File: src/rtl/multicycle_ctrl_fsm_pkg.sv
// Shared control definitions for the multi-cycle RV32I core: opcodes, FSM states,
// ALU operation codes, datapath mux selects and the opcode class / control word records.
package riscv_ctrl_pkg;

   localparam logic [6:0] OP_LW  = 7'b0000011;
   localparam logic [6:0] OP_SW  = 7'b0100011;
   localparam logic [6:0] OP_R   = 7'b0110011;
   localparam logic [6:0] OP_I   = 7'b0010011;
   localparam logic [6:0] OP_BEQ = 7'b1100011;
   localparam logic [6:0] OP_JAL = 7'b1101111;

   typedef enum logic [3:0] {
      ST_FETCH    = 4'd0,
      ST_DECODE   = 4'd1,
      ST_MEMADR   = 4'd2,
      ST_MEMREAD  = 4'd3,
      ST_MEMWB    = 4'd4,
      ST_MEMWRITE = 4'd5,
      ST_EXECR    = 4'd6,
      ST_EXECI    = 4'd7,
      ST_ALUWB    = 4'd8,
      ST_BEQ      = 4'd9,
      ST_JAL      = 4'd10,
      ST_TRAP     = 4'd11
   } state_t;

   localparam logic [1:0] ALUOP_ADD   = 2'b00;
   localparam logic [1:0] ALUOP_SUB   = 2'b01;
   localparam logic [1:0] ALUOP_FUNCT = 2'b10;

   localparam logic [1:0] SRCA_PC    = 2'b00;
   localparam logic [1:0] SRCA_OLDPC = 2'b01;
   localparam logic [1:0] SRCA_RD1   = 2'b10;

   localparam logic [1:0] SRCB_WD    = 2'b00;
   localparam logic [1:0] SRCB_IMM   = 2'b01;
   localparam logic [1:0] SRCB_FOUR  = 2'b10;

   localparam logic [1:0] RES_ALUOUT    = 2'b00;
   localparam logic [1:0] RES_DATA      = 2'b01;
   localparam logic [1:0] RES_ALURESULT = 2'b10;

   typedef struct packed {
      logic is_mem;
      logic is_store;
      logic is_r;
      logic is_i;
      logic is_beq;
      logic is_jal;
      logic is_illegal;
   } op_class_t;

   // *_rdy fields are qualified by mem_ready at the output, branch by Zero
   typedef struct packed {
      logic       adr_src;
      logic       mem_write;
      logic [1:0] res;
      logic [1:0] srca;
      logic [1:0] srcb;
      logic [1:0] alu_op;
      logic       reg_write;
      logic       retire;
      logic       retire_rdy;
      logic       ir_rdy;
      logic       pc_upd;
      logic       pc_upd_rdy;
      logic       branch;
      logic       illegal;
   } ctrl_t;

endpackage

File: src/rtl/multicycle_ctrl_fsm_classify.sv
// Combinational opcode classifier; shared between the multi-cycle FSM and pipelined decode.
module ctrl_opcode_classify
   import riscv_ctrl_pkg::*;
(
   input  logic [6:0] op,
   output op_class_t  cls
);

   always_comb begin
      cls            = '0;
      cls.is_mem     = (op == OP_LW) || (op == OP_SW);
      cls.is_store   = (op == OP_SW);
      cls.is_r       = (op == OP_R);
      cls.is_i       = (op == OP_I);
      cls.is_beq     = (op == OP_BEQ);
      cls.is_jal     = (op == OP_JAL);
      cls.is_illegal = !(cls.is_mem || cls.is_r || cls.is_i || cls.is_beq || cls.is_jal);
   end

endmodule

File: src/rtl/multicycle_ctrl_fsm.sv
// Main control FSM of the multi-cycle RV32I core: sequences fetch, decode, memory and ALU
// phases over a shared ALU and unified memory port, trapping on unsupported opcodes.
module multicycle_ctrl_fsm
   import riscv_ctrl_pkg::*;
#(
   parameter logic [3:0] RESET_STATE = 4'd0
) (
   input  logic       clk,
   input  logic       rst,
   input  logic [6:0] op,
   input  logic       Zero,
   input  logic       mem_ready,
   output logic       PCWrite,
   output logic       AdrSrc,
   output logic       MemWrite,
   output logic       IRWrite,
   output logic [1:0] ResultSrc,
   output logic [1:0] ALUSrcA,
   output logic [1:0] ALUSrcB,
   output logic [1:0] ALUOp,
   output logic       RegWrite,
   output logic       instr_retire,
   output logic       illegal_instr
);

   state_t    r_state;
   state_t    w_next;
   ctrl_t     r_ctrl;
   op_class_t w_cls;

   ctrl_opcode_classify u_classify (
      .op  (op),
      .cls (w_cls)
   );

   function automatic ctrl_t state_ctrl(input state_t s);
      ctrl_t c;
      c = '0;
      case (s)
         ST_FETCH:    begin c.srcb = SRCB_FOUR; c.res = RES_ALURESULT; c.ir_rdy = 1'b1; c.pc_upd_rdy = 1'b1; end
         ST_DECODE:   begin c.srca = SRCA_OLDPC; c.srcb = SRCB_IMM; end
         ST_MEMADR:   begin c.srca = SRCA_RD1; c.srcb = SRCB_IMM; end
         ST_MEMREAD:  begin c.res = RES_ALUOUT; c.adr_src = 1'b1; end
         ST_MEMWB:    begin c.res = RES_DATA; c.reg_write = 1'b1; c.retire = 1'b1; end
         ST_MEMWRITE: begin c.res = RES_ALUOUT; c.adr_src = 1'b1; c.mem_write = 1'b1; c.retire_rdy = 1'b1; end
         ST_EXECR:    begin c.srca = SRCA_RD1; c.srcb = SRCB_WD; c.alu_op = ALUOP_FUNCT; end
         ST_EXECI:    begin c.srca = SRCA_RD1; c.srcb = SRCB_IMM; c.alu_op = ALUOP_FUNCT; end
         ST_ALUWB:    begin c.res = RES_ALUOUT; c.reg_write = 1'b1; c.retire = 1'b1; end
         ST_BEQ:      begin c.srca = SRCA_RD1; c.srcb = SRCB_WD; c.alu_op = ALUOP_SUB; c.branch = 1'b1; c.retire = 1'b1; end
         ST_JAL:      begin c.srca = SRCA_OLDPC; c.srcb = SRCB_FOUR; c.alu_op = ALUOP_ADD; c.pc_upd = 1'b1; end
         ST_TRAP:     c.illegal = 1'b1;
         default:     c = '0;
      endcase
      return c;
   endfunction

   always_comb begin
      w_next = r_state;
      case (r_state)
         ST_FETCH:    w_next = mem_ready ? ST_DECODE : ST_FETCH;
         ST_DECODE: begin
            if (w_cls.is_illegal)  w_next = ST_TRAP;
            else if (w_cls.is_mem) w_next = ST_MEMADR;
            else if (w_cls.is_r)   w_next = ST_EXECR;
            else if (w_cls.is_i)   w_next = ST_EXECI;
            else if (w_cls.is_beq) w_next = ST_BEQ;
            else                   w_next = ST_JAL;
         end
         // only lw/sw reach here, so is_store is exactly op[5]
         ST_MEMADR:   w_next = w_cls.is_store ? ST_MEMWRITE : ST_MEMREAD;
         ST_MEMREAD:  w_next = mem_ready ? ST_MEMWB : ST_MEMREAD;
         ST_MEMWB:    w_next = ST_FETCH;
         ST_MEMWRITE: w_next = mem_ready ? ST_FETCH : ST_MEMWRITE;
         ST_EXECR:    w_next = ST_ALUWB;
         ST_EXECI:    w_next = ST_ALUWB;
         ST_ALUWB:    w_next = ST_FETCH;
         ST_BEQ:      w_next = ST_FETCH;
         ST_JAL:      w_next = ST_ALUWB;
         ST_TRAP:     w_next = ST_TRAP;
         default:     w_next = ST_TRAP;
      endcase
   end

   // Control word is registered alongside the state so Moore outputs come straight from flops
   always_ff @(posedge clk) begin
      if (rst) begin
         r_state <= state_t'(RESET_STATE);
         r_ctrl  <= state_ctrl(state_t'(RESET_STATE));
      end else begin
         r_state <= w_next;
         r_ctrl  <= state_ctrl(w_next);
      end
   end

   assign PCWrite       = r_ctrl.pc_upd | (r_ctrl.pc_upd_rdy & mem_ready) | (r_ctrl.branch & Zero);
   assign IRWrite       = r_ctrl.ir_rdy & mem_ready;
   assign instr_retire  = r_ctrl.retire | (r_ctrl.retire_rdy & mem_ready);
   assign AdrSrc        = r_ctrl.adr_src;
   assign MemWrite      = r_ctrl.mem_write;
   assign ResultSrc     = r_ctrl.res;
   assign ALUSrcA       = r_ctrl.srca;
   assign ALUSrcB       = r_ctrl.srcb;
   assign ALUOp         = r_ctrl.alu_op;
   assign RegWrite      = r_ctrl.reg_write;
   assign illegal_instr = r_ctrl.illegal;

endmodule

File: config.mk
export PLATFORM = sky130hd
export DESIGN_NAME = multicycle_ctrl_fsm
export DESIGN_NICKNAME = d
export VERILOG_FILES = /design/src/rtl/multicycle_ctrl_fsm_pkg.sv /design/src/rtl/multicycle_ctrl_fsm_classify.sv /design/src/rtl/multicycle_ctrl_fsm.sv
export SDC_FILE = /design/constraint.sdc
export NUM_CORES = 1
export LEC_CHECK = 0
export BUFFER_PORTS_ARGS = -buffer_cell sky130_fd_sc_hd__buf_2
export CORE_UTILIZATION = 46
export DETAILED_ROUTE_END_ITERATION = 8
export PLACE_DENSITY = 0.72
export SETUP_SLACK_MARGIN = 0.2
export SLEW_MARGIN = 5
export SYNTH_ARGS = -nofsm -noshare
export SYNTH_HDL_FRONTEND = slang
export SYNTH_SLANG_ARGS = --single-unit
File: constraint.sdc
create_clock -name clk -period 1.7 [get_ports clk]
set_input_delay 0.085 -clock clk [delete_from_list [all_inputs] [get_ports clk]]
set_output_delay 0.085 -clock clk [all_outputs]
set_load 0.02 [all_outputs]
==> flow_results.org, run 1 <==
** Cells and area
- The number of antenna diodes in the final layout is 0.
- In the final layout, the share of cells above drive strength 1 is about half.
- Number of nets in the layout :: 152
- Fillcell total :: 167
- Most frequent cells in the layout :: sky130_fd_sc_hd__buf_2 (25), sky130_fd_sc_hd__dfxtp_1 (15), sky130_fd_sc_hd__buf_4 (14)
- Growth of design area from synthesis to finish :: 27.2%
- Leaving out fill and tap cells, the most frequent cell in the layout is sky130_fd_sc_hd__buf_2.

** Worst setup path
- The worst setup path is launched from a flip-flop.
- CP max stage cell :: sky130_fd_sc_hd__dfxtp_4
- Highest net fanout along the worst path :: 6
- Endpoint required time on the critical path :: a little under 2 ns
- Arrival @ worst endpoint :: 1.95 ns
- Category of the worst setup path capture point :: flip-flop
- Maximum cell stage delay along the critical path :: 0.37 ns
- Category of the most critical setup path :: reg -> reg
- CP Cell Sequence :: buf_6 > or3b_4 > a21oi_4 > a31oi_4 > or2_4 > a21oi_4 > or2_1
- Library cell appearing most often on the critical path :: sky130_fd_sc_hd__a21oi_4

** STA
- Final WS setup :: -0.0124 ns
- RSZ-0062 raised after global routing :: yes
- Between clock sinks in the finished design, the worst skew comes to 0.000471 ns.
- Setup violations remaining at the end of the flow were counted as 1.
- FMAX :: a little under 0.6 GHz
- The number of pins exceeding their max-slew limit in the final report was 0.
- Dividing the final minimum period by the clock period gives 101%.
- For the finished layout, the period the worst path requires is 1.71 ns.
- Final hold violation count :: 0
- Worst-Margin Slew :: 0.464 ns
- Worst relative slew slack :: between 60% and 70%

** Place
- At the end of routability-driven placement, the weighted congestion stood at 0.851.
- Detailed placement finished with a half-perimeter wire length of 1.53 mm.
- Input and output buffers added on the ports amount to 25.
- Prior to clock tree synthesis, the placed netlist has a worst setup slack of -0.0405 ns.

** Synthesis
- Post-Synthesis Mean Instance Area :: 9.45 µm²
- The number of nets handed over by synthesis was 119.
- The share of the Yosys chip area taken by registers is 35.3%.
- Summing the areas of all xor and xnor instances in the mapped netlist gives 0.858% of the synthesized area.
- After synthesis, the share of flip-flops with an asynchronous set or reset is 0%.
- Post-Synthesis Cell Area :: 0.00102 mm²
- The cell count after synthesis came out at 108.
- After synthesis, the largest family of logic cells by area is simple AND/OR/NAND/NOR gates.
- Summing the areas of all compound-gate instances in the mapped netlist gives between 20% and 30% of the synthesized area.
- Cell variety after synth :: 47
- The synthesized design contains 18 register bits.
- In this run, synthesis inferred 0 flip-flops with an integrated enable.
- Area share of fa/ha/maj cells after synthesis :: 0%
- The most used flip-flop cell after synthesis is sky130_fd_sc_hd__dfxtp_1.
- Warnings from Yosys :: 0
- Simple-gate area share of the yosys netlist :: about a quarter
- Multiplexer fraction of the synthesized cell area :: 1.10%

** Power
- In this run the static leakage power is between 0.5 and 0.6 nW.
- For this design the ratio of total power to cell area is 1430 mW/mm².
- Post-layout power :: around 1.9 mW
- Peak VDD IR :: 0.00106 V

** Global routing
- The number of global-route vias before repair is 846.
- Antenna violations before repair :: 0
- Remaining global-route overflow :: 0
- Entering global routing, the biggest net connects 12 pins.
- Overall Global Routing Usage :: about 20%
- The first global-routing pass estimated approximately 3.6 mm of wire.

** Run status
- The run finished, with violations left.
- Violated checks :: setup timing

** Clock tree
- The number of hold buffers added after CTS was 0.
- Clock tree synthesis inserted a total of 3 buffers.
- Clock tree from TritonCTS :: done
- After clock tree synthesis, the clock-pin slew on the worst setup and hold paths is 0.09 ns.
- Number of H-tree levels :: 1
- Insertion delay to the later sink of the worst-skew pair :: 0.29 ns
- Counting along the longest clock path gives a buffer depth of 2.
- Clock tree root driver cell :: sky130_fd_sc_hd__clkbuf_4
- CTS sink count :: 18

** Die
- The die is 49.1 µm tall.
- The initial utilization of the core area, before any placement, comes to 50.5%.
- Ports placed on the boundary :: 26
- The total area inside the core boundary comes to 0.00202 mm².
- Row generation in the floorplan step produced 16 rows.
- The die covers between 0.002 and 0.0025 mm².
- Horizontal extent of the die :: 49.1 µm

** Drt
- For this run, design rule violations remaining after detail routing come to 0.
- For this block, the initial DRC count from the detailed router was 28.
- The routed design has 2.14 mm of wire.
- Mean routed wirelength per cell :: 12.8 µm
- After detailed routing, the number of vias per cell comes to 5.16.
- Number of iterations in the first detailed-routing pass :: 4
- In this run the remaining antenna-violating nets after routing total 0.
- Total number of vias :: 861

** Job
- Number of max-capacitance violations reported :: 0

** Min path
- Type of the worst min-delay path :: in -> reg
## critical path: cells and delay by family, from the launching register on
kind                   cells  cell delay, ns
AOI/OAI and AO/OA          3            0.39
buffers and inverters      1            0.12
and+or+nand+nor            3            0.78
DFF                        1            0.37
## per-stage QoR
stage	utilization (%)	hold WS, ns	cells	cell area, µm²	TNS [ns]
floorplan	-	0.343	108	1030	0
global placement	57.1	0.403	156	1150	-0.0348
detailed placement	57.1	0.401	156	1150	-0.0920
CTS	60.4	0.0825	163	1220	0
global route	64.2	0.104	167	1300	-0.294
finish	64.2	0.0938	167	1300	-0.0124
## synth_stat cells (3+ instances only)
cell type	n	area share, %
sky130_fd_sc_hd__buf_4	10	7.4
sky130_fd_sc_hd__dfxtp_1	18	35
sky130_fd_sc_hd__nand2b_1	4	2.5
sky130_fd_sc_hd__a21oi_1	3	1.5
sky130_fd_sc_hd__a21o_1	3	2.2
sky130_fd_sc_hd__nor2_1	11	4.0
sky130_fd_sc_hd__nor2b_1	5	3.1
sky130_fd_sc_hd__inv_1	3	1.1
sky130_fd_sc_hd__nand2_1	3	1.1
## flip-flops by register name, indices dropped and copies added (netlist names), 2 cells and up
name	cells
r_state	4
r_ctrl	3
ALUOp	2
ALUSrcA	2
ALUSrcB	2
ResultSrc	2
## report_power, final
part	total [mW]	switching [mW]	leakage (nW)	internal (mW)
logic	1.04	0.545	0.425	0.491
registers	0.573	0.0568	0.149	0.516
clock network	0.254	0.123	0.0210	0.130
## path summary, 6_finish.rpt
kind | from | to | slack [ns] | cells after the start
worst max-delay path | r_state[1] | r_ctrl[6] | -0.01 | 7
worst min-delay path | rst | r_state[0] | 0.09 | 2
worst max register to register | r_state[1] | r_ctrl[6] | -0.01 | 7
worst min register to register | r_state[1] | ALUSrcA[0] | 0.63 | 3
## repair_timing
action / CTS / global route
endpoints found under the setup margin: 15 / 17
gates resized for setup: 4 / 13
pin swaps: 2 / 6
setup buffers: 3 / 4
## cells by family (layout without fill, tap and decap cells)
kind of cell / after synthesis / in the layout
AOI/OAI and AO/OA: 26 / 26
DFF: 18 / 18
buffers and inverters: 18 / 50
and+or+nand+nor: 44 / 44
xor gates and xnor gates: 1 / 1
muxes: 1 / 1
## metal layers
metal / track usage, % / up-vias / routed length [µm]
met5: 0 / - / 0
met4: 3.92 / 0 / 38
met3: 6.23 / 6 / 110
met2: 32.9 / 25 / 1040
met1: 23.9 / 389 / 958
li1: - / 441 / -
## cell type report
cell class	count	area (µm²)	share of cell area, %
Multi-Input combinational cell	72	576	44.3
Sequential cell	18	367	28.2
Timing Repair Buffer	43	275	21.2
Clock buffer	4	36.3	2.79
Tap cell	27	33.8	2.60
Inverter	3	11.3	0.867
Power figures use the tool's default switching activity.
==> inputs of run 2 (changes only) <==
--- a/config.mk
+++ b/config.mk
@@ -5,12 +5,14 @@
 export SDC_FILE = /design/constraint.sdc
 export NUM_CORES = 1
 export LEC_CHECK = 0
+export ABC_AREA = 1
 export BUFFER_PORTS_ARGS = -buffer_cell sky130_fd_sc_hd__buf_2
 export CORE_UTILIZATION = 46
 export DETAILED_ROUTE_END_ITERATION = 8
-export PLACE_DENSITY = 0.72
+export PLACE_DENSITY = 0.71
 export SETUP_SLACK_MARGIN = 0.2
 export SLEW_MARGIN = 5
 export SYNTH_ARGS = -nofsm -noshare
 export SYNTH_HDL_FRONTEND = slang
+export SYNTH_HIERARCHICAL = 1
 export SYNTH_SLANG_ARGS = --single-unit
==> run 2 against run 1 <==
Effect of this change: the flow now finishes without violations; synthesized cell count is 45% higher; critical path depth is 2 higher; die area is 1.7% higher; sequential share of layout area is 2.7 points higher; final cell count is 22% higher; combinational power is 33% lower; clock power is 2% higher.
==> flow_results.org, run 2 <==
** Clock tree
- In this run the number of H-tree levels came out at 1.
- CTS sink count :: 18
- The longest clock path from root to sink contains 2 buffers.
- Clock tree from TritonCTS :: done
- Buffers inserted during clock tree synthesis total 3.
- Clock transition at the register clock pins on the worst setup and hold paths after CTS :: about 0.10 ns
- Insertion delay to the later sink of the worst-skew pair :: 0.30 ns
- Clock tree root driver cell :: sky130_fd_sc_hd__clkbuf_4

** Drt
- After the first detailed-routing iteration, the DRC count stood at 14.
- The first TritonRoute pass finished after 4 iterations.
- Mean routed wirelength per cell :: 9.71 µm
- Total number of vias :: 957
- For this block, the routed nets add up to between 1.5 and 2 mm of wire.
- In the routed design, unresolved DRC markers number 0.
- Post-route antenna net violation count :: 0
- Per-cell via count in the routed design :: 4.69

** Synthesis
- Post-Synthesis Mean Instance Area :: between 6 and 7 µm²
- Library cell with the largest summed area after synthesis :: sky130_fd_sc_hd__dfxtp_1
- For this run, asynchronously set or reset flops after synthesis account for 0%.
- Warnings from Yosys :: 6
- Yosys mapped a number of flops with a built-in enable equal to 0.
- Counting every instance in the synthesized netlist gives 157.
- Most instantiated cells after synthesis :: sky130_fd_sc_hd__nand2_1 (40), sky130_fd_sc_hd__nor2_1 (26), sky130_fd_sc_hd__dfxtp_1 (18)
- After synthesis, flip-flops and latches occupy 34.7% of the total area.
- The cell area that synthesis handed to floorplanning was 0.00104 mm².
- By area the synthesized netlist is led by sky130_fd_sc_hd__dfxtp_1 (35%), sky130_fd_sc_hd__nand2_1 (14%), sky130_fd_sc_hd__nor2_1 (9.4%), sky130_fd_sc_hd__nand3_1 (5.8%), sky130_fd_sc_hd__buf_4 (5.8%).
- The number of nets handed over by synthesis was 168.
- After synthesis the netlist holds a flip-flop and latch count of 18.
- Yosys instantiated no cell more often than sky130_fd_sc_hd__nand2_1.
- Area share of the leading cell type in the synthesized netlist :: 34.7%
- The most used flip-flop cell after synthesis is sky130_fd_sc_hd__dfxtp_1.
- Yosys mapped the design onto 19 distinct sky130hd cell types.

** Global routing
- Global routing finished with a remaining overflow of 0.
- First-pass GRT wire length :: 3.47 mm
- Pin count of the biggest net entering global routing :: 11
- The number of global-route vias before repair is 865.
- Overall Global Routing Usage :: approximately 18%
- The number of antenna violations at the first check in global routing was 0.

** Cells and area
- In the layout the commonest cells are sky130_fd_sc_hd__nand2_1 (39), sky130_fd_sc_hd__buf_2 (25), sky130_fd_sc_hd__nor2_1 (24).
- Relative to the synthesized area, the layout overhead comes to 15.2%.
- The repair_antennas step left the layout with diodes totalling 0.
- Fillcell total :: 205
- The register with the most flip-flops in the layout has 5 of them.
- Leaving out fill and tap cells, the most frequent cell in the layout is sky130_fd_sc_hd__nand2_1.
- In the final layout, the registers with the most flip-flops are r_ctrl x5, r_state x4.
- After the last flow step, the layout net total stands at 189.
- The multi-input combinational cells in the finished layout cover a total of 541 µm².
- Ranked by flip-flop count, first place goes to r_ctrl.
- The finished layout holds roughly 200 standard cells, fillers aside.
- The post-route netlist has 35.6% of its cells at a drive strength greater than 1.
- Footprint of the flip-flops and latches :: 370 µm²

** STA
- Minimum clock period :: 1.38 ns
- Worst relative slew slack :: a little over four fifths
- Based on the critical path, the design can be clocked at up to 0.725 GHz.
- Final setup vio count :: 0
- Max Clock Skew :: 0.0108 ns
- The number of pins exceeding their max-slew limit in the final report is 0.
- Setup repair after global routing could not meet its margin everywhere.
- In the final timing run, aggregate negative setup slack is 0 ns.
- Across all hold checks on the routed design, the worst slack comes to 0.0936 ns.
- Worst-Margin Slew :: 0.236 ns
- The number of endpoints with negative hold slack in the final report was 0.
- Final worst-path cycle share :: 81.1%

** Worst setup path
- Highest net fanout along the worst path :: 5
- At the worst endpoint, the arrival time is roughly 1.6 ns.
- The critical path starts at r_state[2].
- Maximum cell stage delay along the critical path :: 0.38 ns
- The startpoint identified for the worst register-to-register timing path is r_state[2].
- CP max stage cell :: sky130_fd_sc_hd__dfxtp_4
- STA classifies the critical path endpoint as a flip-flop.
- Kind of cell with the highest combined delay on the critical path :: simple AND/OR/NAND/NOR gates
- Data on the critical path is required at its endpoint by 1.92 ns.
- CP Cell Sequence :: inv_1 > nand2_1 > nand2_1 > nand2_1 > inv_2 > nand3_1 > nor2_2 > nand2_1 > o21ai_1
- Buffers plus inverters on the worst setup path :: 2
- The critical path is of the reg -> reg type.
- Crit path launch type :: flip-flop
- In this design, the critical path's most frequently occurring cell is sky130_fd_sc_hd__nand2_1.

** Place
- Number of I/O port buffers :: 25
- The number of placed instances, taps included, is 200.
- Detailed Place HPWL :: 1.60 mm
- Routability Congestion :: 0.816

** Die
- In this run the standard cell core region covers 0.00204 mm².
- Ports placed on the boundary :: 26
- Cell row count :: 16
- Floorplan die area :: 0.00245 mm²
- The floorplan step set the die height to 49.5 µm.
- Initial Utilization :: 50.9%
- Horizontal extent of the die :: 49.5 µm

** Power
- Peak VDD IR :: 0.000823 V
- Share of total power consumed by net switching :: 42.5%
- For this design the total switching power over the nets is about 0.65 mW.
- PwrDens :: 1280 mW/mm²
- Relative contribution of sequential cells to total power :: 37.5%
- In this run the static leakage power is around 0.65 nW.
- Proportion of power drawn by the clock network :: 17.0%
- The internal power of the cells totals 0.877 mW.
- The share of total power dissipated in combinational logic is 45.5%.

** Min path
- In this run the most critical hold path is launched from rst.
- Type of the worst min-delay path :: in -> reg

** Run status
- Outcome :: complete, no violations

** Job
- The tool flagged a number of max-cap violations equal to 0.
## run 2: layout make-up
type	instances	share of cell area, %
timing repair buffer	25	10.5
multi-input combinational	106	45.2
clock buffer	4	3.03
inverter	24	7.53
tap	27	2.82
sequential	18	31.0
## run 2: kinds of logic (layout without fill, tap and decap cells)
| group | Yosys count | after routing | share of synthesized area (%) |
|---|---|---|---|
| and+or+nand+nor | 97 | 97 | 45.8 |
| DFF | 18 | 18 | 34.7 |
| buffers and inverters | 33 | 53 | 14.8 |
| AOI/OAI and AO/OA | 9 | 9 | 4.70 |
## run 2: worst paths after layout
path / endpoint / slack, ns / cells after the start
worst max-delay path: r_ctrl[6] / 0.32 / 9
worst min-delay path: AdrSrc / 0.09 / 2
worst max register to register: r_ctrl[6] / 0.32 / 9
worst min register to register: ResultSrc[0] / 0.66 / 3
## run 2: what timing repair did
| action | 4_1_cts | 5_1_grt |
|---|---|---|
| setup endpoints to repair | 0 | 9 |
| gates resized for setup | 0 | 12 |
| hold buffers | 0 | 0 |
| hold endpoints to repair | 0 | 0 |
| buffers inserted | 0 | 0 |
## run 2: stage by stage
| step | total power [mW] | setup slack [ns] | util [%] | instance area (µm²) |
|---|---|---|---|---|
| finish | 1.53 | 0.321 | 58.6 | 1200 |
| global route | 1.64 | 0.173 | 58.6 | 1200 |
| CTS | 1.51 | 0.236 | 57.3 | 1170 |
| detailed placement | 1.25 | 0.103 | 55.5 | 1130 |
| global placement | 1.24 | 0.124 | 55.5 | 1130 |
| floorplan | 1.15 | 0.395 | - | 1040 |
## run 2: per-layer routing
layer	vias up	GRT usage (%)	wire length [µm]
li1	512	-	-
met1	410	21.5	873
met2	33	32.4	962
met3	2	4.94	126
met4	0	2.86	19
met5	-	0	0
## run 2: power by group through the flow
stage / registers (mW) / clock network, mW / logic (mW)
global placement: 0.571 / 0 / 0.666
detailed placement: 0.573 / 0 / 0.676
floorplan: 0.578 / 0 / 0.574
finish: 0.572 / 0.259 / 0.695
CTS: 0.564 / 0.265 / 0.678
global route: 0.583 / 0.285 / 0.775
==> inputs of run 3 (changes only) <==
--- a/config.mk
+++ b/config.mk
@@ -5,11 +5,11 @@
 export SDC_FILE = /design/constraint.sdc
 export NUM_CORES = 1
 export LEC_CHECK = 0
-export ABC_AREA = 1
+export ABC_AREA = 0
 export BUFFER_PORTS_ARGS = -buffer_cell sky130_fd_sc_hd__buf_2
-export CORE_UTILIZATION = 46
+export CORE_UTILIZATION = 51
 export DETAILED_ROUTE_END_ITERATION = 8
-export PLACE_DENSITY = 0.71
+export PLACE_DENSITY = 0.75
 export SETUP_SLACK_MARGIN = 0.2
 export SLEW_MARGIN = 5
 export SYNTH_ARGS = -nofsm -noshare
==> constraint.sdc (replaced) <==
create_clock -name clk -period 1.4 [get_ports clk]
set_input_delay 0.07 -clock clk [delete_from_list [all_inputs] [get_ports clk]]
set_output_delay 0.07 -clock clk [all_outputs]
set_load 0.02 [all_outputs]
==> run 3 against run 2 <==
Effect of this change: the run now ends with setup timing left; core utilization is 26 points higher; worst setup slack lost 0.81 ns; first-iteration DRC count up 50%; sequential share of layout area shrank 6.7 points; combinational power up 120%; flip-flop and latch count unchanged; clock power shrank 4%.
==> flow_results.org, run 3 <==
** Clock tree
- Maximum number of buffers from clock root to sink :: 2
- Insertion delay to the later sink of the worst-skew pair :: 0.29 ns
- Clock-pin slew was measured on the worst setup and hold paths at ~0.090 ns.
- Clock tree from TritonCTS :: done
- CTS sink count :: 18
- Clock tree root driver cell :: sky130_fd_sc_hd__clkbuf_4
- In this run the number of H-tree levels came out at 1.
- Hold repair after CTS inserted 0 buffers.
- TritonCTS Buffers :: 3

** Drt
- For this block, the initial DRC count from the detailed router was 21.
- For this run, the detailed router's first-pass iteration total came to 4.
- For this run, design rule violations remaining after detail routing come to 0.
- Summed over all layers, the routed wires come to 3.40 mm.
- For this block, the via count after detailed routing is 1,101.
- Per-cell via count in the routed design :: 5.79
- Post-route antenna net violation count :: 0
- After detailed routing, the average wire length per cell comes to between 15 and 20 µm.

** Synthesis
- Synthesis handed over a netlist of 112 instances.
- After synthesis, the mean cell area works out to approximately 9.2 µm².
- The number of nets handed over by synthesis was roughly 120.
- Warnings from Yosys :: 6
- Post-Synthesis Cell Area :: between 0.001 and 0.0015 mm²

** Die
- The floorplan step set the die width to 47.0 µm.
- Cell row count :: 15
- In this run the vertical extent of the chip is 47.0 µm.
- Ports placed on the boundary :: 26
- The die covers 0.00221 mm².
- After floorplanning, the core was sized to cover 0.00180 mm².
- Initial Utilization :: 57.2%

** STA
- FMAX :: between 0.5 and 0.6 GHz
- On the final layout, the worst hold slack is 0.0569 ns.
- The worst path uses 135% of the clock period.
- The number of pins exceeding their max-slew limit in the final report came to 0.
- For the pin with the worst max-slew slack, the measured transition is 0.398 ns.
- Setup violations remaining at the end of the flow were counted as 18.
- Measured against its own limit, the worst slew margin works out to 73.3%.
- RSZ-0062 raised after global routing :: yes
- Final hold violation count :: 0
- For the finished layout, the period the worst path requires is 1.89 ns.
- After layout, the worst setup slack is -0.488 ns.
- Max Clock Skew :: 0.000684 ns

** Worst setup path
- STA classifies the critical path endpoint as a flip-flop.
- The most critical setup path has its startpoint at op[6].
- For the worst setup path, the data arrival time is between 2 and 2.5 ns.
- Startpoint of the worst-slack reg-to-reg timing path :: r_state[0]
- Crit path launch type :: input pin
- The worst register-to-register path ends at ResultSrc[0].
- The setup check on the worst reg-to-reg path leaves a slack of -0.38 ns.
- The critical path in this run is classified as in -> reg.
- Endpoint required time on the critical path :: 1.62 ns
- Following the worst setup path forward leads to its endpoint at ALUSrcB[1].
- Of all nets on the critical path, the largest fanout is 8.
- For the worst flop-to-flop path, the logic depth is 9.

** Cells and area
- Final Core Density :: 84.7%
- Share of layout cells above drive strength 1 :: 63.0%
- In the final design database the tool counted ~180 nets.
- Registers with the highest flip-flop counts :: r_ctrl x5, r_state x4
- The library cell used most frequently in the layout, excluding fill and tap cells, is sky130_fd_sc_hd__buf_4.
- More flip-flops sit in one register than any other, and that register is r_ctrl.
- Number of flip-flops in the largest register :: 5
- The top cell types in the final layout, fill and taps aside, are sky130_fd_sc_hd__buf_4 (31), sky130_fd_sc_hd__buf_2 (23), sky130_fd_sc_hd__dfxtp_1 (14).
- The repair_antennas step left the layout with diodes totalling 0.
- Growth of design area from synthesis to finish :: 47.9%
- Final standard cell count with taps included and fillers excluded :: 190

** Global routing
- Met1 demand-to-capacity share in global routing :: 34.6%
- Global routing usage on met2 :: 61.4%
- Antenna violations before repair :: 0
- Remaining global-route overflow :: 0
- Global routing used 32.4% of the available tracks.
- The layer flagged by global routing as most heavily used is met2.
- Entering global routing, the biggest net connects 10 pins.
- GRT met3 Usage :: between 5 and 6%
- First-pass GRT wire length :: ~5 mm
- Vias in the first global route :: about 1,100

** Min path
- Type of the worst min-delay path :: in -> reg

** Place
- Detailed placement finished with a half-perimeter wire length of 1.91 mm.
- Number of I/O port buffers :: 25
- The congestion estimate from routability-driven global placement came to 0.786.
- After detailed placement, the design holds a cell count of 177.

** Run status
- Outcome :: complete, but fails checks
- The checks that failed: setup timing.

** Job
- Number of max-capacitance violations reported :: 0

** Power
- PwrDens :: 1660 mW/mm²
- Total leakage power :: 0.697 nW
- Across the VDD grid, the largest voltage drop is 0.00142 V.
run 3: worst min path at each step:
stage / from / end / slack [ns] / cells past startpoint
2_1_floorplan: mem_ready / instr_retire / 0.33 / 1
3_3_place_gp: rst / r_ctrl[6] / 0.34 / 2
3_5_place_dp: rst / r_state[2] / 0.35 / 2
4_1_cts: rst / r_state[1] / 0.04 / 2
5_1_grt: rst / r_state[1] / 0.04 / 2
6_report: rst / r_state[1] / 0.06 / 2
run 3: timing repair:
item | 4_1_cts | 5_1_grt
endpoints found under the hold margin | 0 | 0
pin swaps | 12 | 2
endpoints found under the setup margin | 19 | 19
resized for setup | 34 | 4
setup buffers | 8 | 2
cloned | 0 | 0
run 3: area by class of cell:
cell class	instances	area (µm²)
tap	25	31.3
clock buffer	3	22.5
inverter	7	26.3
multi-input combinational	74	626
sequential	18	370
timing repair buffer	63	449
fill	102	277
run 3: per-layer routing:
metal | routed length [µm] | part of all wire, %
met4 | 74 | 2.2
met1 | 1240 | 36
met3 | 161 | 4.7
met2 | 1930 | 57
met5 | 0 | 0
run 3: power breakdown:
| group | switching (mW) | total (mW) | internal (mW) |
|---|---|---|---|
| sequential | 0.0908 | 0.725 | 0.634 |
| combinational | 0.770 | 1.56 | 0.786 |
| clock | 0.147 | 0.248 | 0.100 |
run 3: through the flow:
stage          TNS (ns)  cell area (µm²)  power (mW)  setup WS [ns]
2_1_floorplan     -5.64             1040        1.52         -0.505
3_3_place_gp     -10.32             1290        1.79         -0.701
3_5_place_dp     -11.40             1290        1.83         -0.797
4_1_cts           -4.42             1500        2.37         -0.326
5_1_grt           -6.84             1530        2.66         -0.530
6_report          -6.12             1530        2.53         -0.488
run 3: worst max-delay path, cell delays in order:
cell and delay, ns:
sky130_fd_sc_hd__buf_6 0.09, sky130_fd_sc_hd__or4_4 0.58, sky130_fd_sc_hd__nor2_1 0.27, sky130_fd_sc_hd__nor3_2 0.11, sky130_fd_sc_hd__and3b_2 0.26, sky130_fd_sc_hd__o221ai_4 0.30
sky130_fd_sc_hd__nand2b_1 0.20, sky130_fd_sc_hd__a31oi_1 0.23
